`config.mk`:
```
export PLATFORM = sky130hd
export DESIGN_NAME = mux_sel_debounce
export DESIGN_NICKNAME = d
export VERILOG_FILES = /design/src/rtl/mux_sel_debounce.sv
export SDC_FILE = /design/constraint.sdc
export NUM_CORES = 1
export LEC_CHECK = 0
export BUFFER_PORTS_ARGS = -buffer_cell sky130_fd_sc_hd__buf_2
export CORE_ASPECT_RATIO = 0.7
export CORE_MARGIN = 2
export CORE_UTILIZATION = 58
export CTS_BUF_LIST = sky130_fd_sc_hd__clkbuf_16
export DETAILED_ROUTE_END_ITERATION = 8
export GPL_TIMING_DRIVEN = 0
export HOLD_SLACK_MARGIN = 0.15
export PLACE_DENSITY = 0.8
export SYNTH_ARGS = -nofsm -noshare
export SYNTH_HDL_FRONTEND = slang
export SYNTH_SLANG_ARGS = --single-unit
```
`constraint.sdc`:
```
create_clock -name clk -period 2.4 [get_ports clk]
set_clock_uncertainty 0.1 [all_clocks]
set_input_delay 0.24 -clock clk [delete_from_list [all_inputs] [get_ports clk]]
set_output_delay 0.24 -clock clk [all_outputs]
set_load 0.01 [all_outputs]
```
`src/rtl/mux_sel_debounce.sv`:
```
`default_nettype none
// ============================================================================
// mux_sel_debounce : debounced, toggling select bit for the 2:1 LED mux stage.
// Optional macro MUX_SEL_AUTO_TOGGLE_EN adds a periodic auto-toggle timer.
// Rev 1.0
// ============================================================================
module mux_sel_debounce #(
  parameter int DB_CYCLES   = 500000,
  parameter int AUTO_PERIOD = 50000000
) (
  input  logic       clk,
  input  logic       rst_n,
  input  logic       key_n,
  input  logic       auto_en,
  output logic       sel,
  output logic       sel_pulse,
  output logic [1:0] state_dbg
);

  localparam int            CW       = $clog2(DB_CYCLES + 1);
  localparam logic [CW-1:0] CNT_LAST = CW'(DB_CYCLES - 1);

  typedef enum logic [1:0] {
    IDLE         = 2'b00,
    PRESS_WAIT   = 2'b01,
    HELD         = 2'b10,
    RELEASE_WAIT = 2'b11
  } state_t;

  state_t        state, state_nxt;
  logic [CW-1:0] cnt, cnt_nxt;
  logic          sync1, ks;
  logic          btn_toggle;
  logic          auto_wrap;
  logic          toggle;

  // Synchroniser resets to the released level so reset never fakes a press
  always_ff @(posedge clk or negedge rst_n) begin
    if (!rst_n) begin
      sync1 <= 1'b1;
      ks    <= 1'b1;
    end else begin
      sync1 <= key_n;
      ks    <= sync1;
    end
  end

  always_ff @(posedge clk or negedge rst_n) begin
    if (!rst_n) begin
      state     <= IDLE;
      cnt       <= '0;
      sel       <= 1'b0;
      sel_pulse <= 1'b0;
    end else begin
      state     <= state_nxt;
      cnt       <= cnt_nxt;
      sel       <= sel ^ toggle;
      sel_pulse <= toggle;
    end
  end

  always_comb begin
    state_nxt  = state;
    cnt_nxt    = cnt;
    btn_toggle = 1'b0;
    case (state)
      IDLE: begin
        if (!ks) begin
          state_nxt = PRESS_WAIT;
          cnt_nxt   = '0;
        end
      end
      PRESS_WAIT: begin
        if (ks) begin
          state_nxt = IDLE;
          cnt_nxt   = '0;
        end else if (cnt == CNT_LAST) begin
          state_nxt  = HELD;
          btn_toggle = 1'b1;
        end else begin
          cnt_nxt = cnt + CW'(1);
        end
      end
      HELD: begin
        if (ks) begin
          state_nxt = RELEASE_WAIT;
          cnt_nxt   = '0;
        end
      end
      RELEASE_WAIT: begin
        if (!ks) begin
          state_nxt = HELD;
          cnt_nxt   = '0;
        end else if (cnt == CNT_LAST) begin
          state_nxt = IDLE;
        end else begin
          cnt_nxt = cnt + CW'(1);
        end
      end
      default: begin
        state_nxt = IDLE;
        cnt_nxt   = '0;
      end
    endcase
  end

`ifdef MUX_SEL_AUTO_TOGGLE_EN
  localparam int            TW         = $clog2(AUTO_PERIOD);
  localparam logic [TW-1:0] TIMER_LAST = TW'(AUTO_PERIOD - 1);

  logic [TW-1:0] timer, timer_nxt;

  // A wrap coinciding with a button toggle still yields a single flip
  always_comb begin
    auto_wrap = 1'b0;
    timer_nxt = timer;
    if (!auto_en) begin
      timer_nxt = '0;
    end else if (timer == TIMER_LAST) begin
      timer_nxt = '0;
      auto_wrap = 1'b1;
    end else if (btn_toggle) begin
      timer_nxt = '0;
    end else begin
      timer_nxt = timer + TW'(1);
    end
  end

  always_ff @(posedge clk or negedge rst_n) begin
    if (!rst_n) begin
      timer <= '0;
    end else begin
      timer <= timer_nxt;
    end
  end
`else
  logic unused_auto_en;
  assign unused_auto_en = auto_en;
  assign auto_wrap      = 1'b0;
`endif

  assign toggle    = btn_toggle | auto_wrap;
  assign state_dbg = state;

endmodule
`default_nettype wire

```
==> metrics list <==
- The run finished with clean final reports.
* Share of layout cells above drive strength 1: 12.6%
- Sort of element at the end of the critical path: register
* Worst IR Drop VDD: 0.000734 V
* Cell-internal power: 0.666 mW
* Placeable core region: 2150 µm²
* Commonest non-fill, non-tap cell in the layout: sky130_fd_sc_hd__dfrtp_1
* Slew margin rel.: 62.7%
- Setup violations remaining at the end of the flow were counted as 0.
- Length of routed met3 wiring: 201 µm
* Start point of the critical path: cnt[5]
* First-pass GRT wire length: 5290 µm
* Static leakage power: 0.623 nW
- Global routing used 27.1% of the available tracks across all layers.
- Summing all placed instances gives a cell area of 1390 µm².
- CTS H-Tree Depth: 1
- Sequential elements use 47.7% of the synthesized area.
- Post-CTS repair changed the size of 0 cells.
- Number of routed nets with antenna violations: 0
- Layout overhead on the synthesized area: 12.8%
* Slowest-stage cell, CP: sky130_fd_sc_hd__or4b_4
* Port-buffer cells: 6
- Post-route cell area: 1490 µm²
- The layout has 161 filler cells.
- Clock tree synthesis found a total of 25 sinks.
* Logic gate share of total power: 5.7%
* Root Buffer: sky130_fd_sc_hd__clkbuf_16
* Effective utilization at floorplan: 61.1%
* Total global routing overflow: 0
- Traced cell by cell, the critical path runs through buf_6 -> or4b_4 -> nor4_4 -> nor2_1 -> mux2_2.
* Average cell area after synthesis: 9.47 µm²
* Post-detailed-placement half-perimeter wirelength: 2120 µm
- Met1 Routed Length: 1390 µm
- After layout, the worst path uses 93.3% of the clock period.
- Via count of the first global-routing pass: 1143
- Of the total power, the share spent switching nets is 20.5%.
* Post-synthesis cell type count: 33
- 0 antenna diodes ended up in the layout.
- Syn_nets: 144
- The later pin in the worst-skew pair is clocked with a latency of 0.25 ns.
- Number of hold-slack violations in the final timing report: 0
- Post-placement setup slack: 0.200 ns
* Unrepaired setup endpoints after global routing: false
* Row count: 14
- 8 I/O pins were placed.
- After detailed routing, the average wire length per cell comes to 17.0 µm.
* Total placed cells including tap cells: 177
- The die is 43.9 µm tall.
* Met2 Wirelength: 1490 µm
- The die covers 2670 µm².
- Startpoint of the worst hold path: sync1
- Final net count: 157
- Per report_power, the sequential group accounts for 51.7% of the total.
* Share of synthesized flip-flops with an asynchronous set or reset: 100%
- After clock tree synthesis, the clock-pin slew on the worst setup and hold paths is 0.06 ns.
- TritonCTS created 3 clock buffers.
* CTS Buffer Depth: 2
* Leading register cell type out of synthesis: sky130_fd_sc_hd__dfrtp_1
- Excluding fillers, the count of instances in the completed layout stands at 183.
- Reg2Reg Launch Point: cnt[5]
* Combined area of all synthesized cells: 1320 µm²
- Top metal layer carrying routed signals: met4
- For this run, the detailed router's first-pass iteration total came to 4.
- Worst setup path category: register to register
* Iteration-0 DRC count of the detailed router: 106
- Crit path setup slack, layout: 0.160 ns
* Required time at the worst-slack endpoint: 2.44 ns
* Number of synthesized flops with an enable pin: 0
- Tightest Hold Check Type: register to register
- The worst setup path is launched from a register.
- At the pin with the least slew margin, the transition time is 0.557 ns.
- Yosys warning count: 0
- The synthesized design contains 25 register bits.
* Via density per instance: 6.31
- Clock network fraction of total power: 42.6%
* X dimension of the die: 60.9 µm
* Total number of vias: 1154
- Power per cell area: 564 nW/µm²
- Final weighted congestion in routability-driven placement: 0.955
- The top cell types in the final layout, fill and taps aside, are sky130_fd_sc_hd__dfrtp_1, sky130_fd_sc_hd__nand2_1, sky130_fd_sc_hd__o21ai_0.
- Largest net degree at the start of global routing: 26
- Clock tree from TritonCTS: done
* Reg-to-reg slack, setup: 0.16 ns
* Count of final max-slew check failures: 0
* Critical Path AT: 2.28 ns
* Max Cap Violations: 0
- For this design the total switching power over the nets is 0.172 mW.
* Sum Neg Setup Slack: 0 ns
- In this design, the stage delay of the slowest critical-path cell is 0.58 ns.
- Initial antenna violation count: 0
- Highest attainable clock frequency: 446 MHz
- The clock period could shrink to 2.24 ns.
* Largest driver fanout on the critical path: 9
* Total Routed Length: 3110 µm
- After technology mapping, the gate count stands at 139.
- Post-detailed-route DRC marker count: 0
[power by group through the flow]
stage,sequential [mW],combinational (mW),clock [mW]
after CTS,0.433,0.0472,0.360
after global routing,0.433,0.0526,0.381
after floorplan,0.440,0.0252,0
after detailed placement,0.440,0.0447,0
final,0.433,0.0481,0.357
after global placement,0.440,0.0422,0
[final timing paths]
path                           to  cells past startpoint
max                        cnt[0]                      5
min                            ks                      0
max reg2reg                cnt[0]                      5
min reg2reg                    ks                      0
max in group asynchronous   sync1                      2
min in group asynchronous     sel                      2
[logic make-up (layout without fill, tap and decap cells)]
group	count (synthesis)	in the layout	share of synthesized area [%]
AO/OA/AOI/OAI	42	42	20.4
XOR/XNOR	3	3	2.00
adder cells (fa/ha/maj)	1	1	0.950
buffers and inverters	10	22	3.42
flip-flops	25	25	47.7
multiplexers	2	2	1.62
AND/OR/NAND/NOR	56	56	23.9
[cells in the mapped netlist (2+ instances only)]
cell type / instances / share of area (%)
sky130_fd_sc_hd__a21oi_1: 7 / 2.7
sky130_fd_sc_hd__a31oi_1: 3 / 1.4
sky130_fd_sc_hd__a41oi_1: 4 / 2.7
sky130_fd_sc_hd__and2_1: 3 / 1.4
sky130_fd_sc_hd__clkbuf_1: 4 / 1.1
sky130_fd_sc_hd__dfrtp_1: 23 / 44
sky130_fd_sc_hd__dfstp_2: 2 / 4.0
sky130_fd_sc_hd__inv_1: 5 / 1.4
sky130_fd_sc_hd__nand2_1: 15 / 4.3
sky130_fd_sc_hd__nand3_1: 9 / 3.4
sky130_fd_sc_hd__nand4_1: 8 / 3.8
sky130_fd_sc_hd__nor2_1: 9 / 2.6
sky130_fd_sc_hd__nor3_1: 2 / 0.76
sky130_fd_sc_hd__nor4_1: 3 / 1.4
sky130_fd_sc_hd__nor4_4: 2 / 3.2
sky130_fd_sc_hd__o21ai_0: 15 / 5.7
sky130_fd_sc_hd__o311ai_0: 4 / 2.7
sky130_fd_sc_hd__o31ai_1: 5 / 2.9
sky130_fd_sc_hd__xnor2_1: 2 / 1.3
[critical path, delay by kind of cell (launching register included)]
kind | cells | cell delay, ns
flops | 1 | 0.37
mux | 1 | 0.28
simple gates | 3 | 1.23
buf+inv | 1 | 0.13
[final cells by class]
type	count	area (µm²)	share of cell area [%]
Buffer	5	26.3	1.77
Sequential cell	25	628	42.3
Timing Repair Buffer	8	50.0	3.37
Tap cell	32	40.0	2.70
Clock inverter	1	3.75	0.253
Multi-Input combinational cell	104	643	43.3
Inverter	5	18.8	1.26
Clock buffer	3	75.1	5.05
[through the flow]
| step | util (%) | hold WS, ns | power (mW) |
|---|---|---|---|
| after global routing | 68.9 | 0.256 | 0.867 |
| after floorplan | - | -0.156 | 0.465 |
| after detailed placement | 64.3 | 0.152 | 0.485 |
| after CTS | 68.9 | 0.254 | 0.840 |
| after global placement | 64.3 | 0.142 | 0.482 |
| final | 68.9 | 0.252 | 0.838 |
[layer usage]
layer  track usage, %  up-vias
li1                 -      551
met1             38.2      544
met2             41.3       54
met3             4.48        5
met4             11.7        0
met5                0        -
[flip-flops by register name (all words and copies together), names as in the netlist, named ones only]
signal,count
cnt,19
ks,1
sel,1
sel_pulse,1
state_dbg,1
sync1,1
[what timing repair did]
| action | in CTS | in global routing |
|---|---|---|
| setup buffers | 0 | 0 |
| hold endpoints to repair | 24 | 0 |
| hold buffers | 2 | 0 |
No activity file was read; power rests on OpenSTA's default activity.
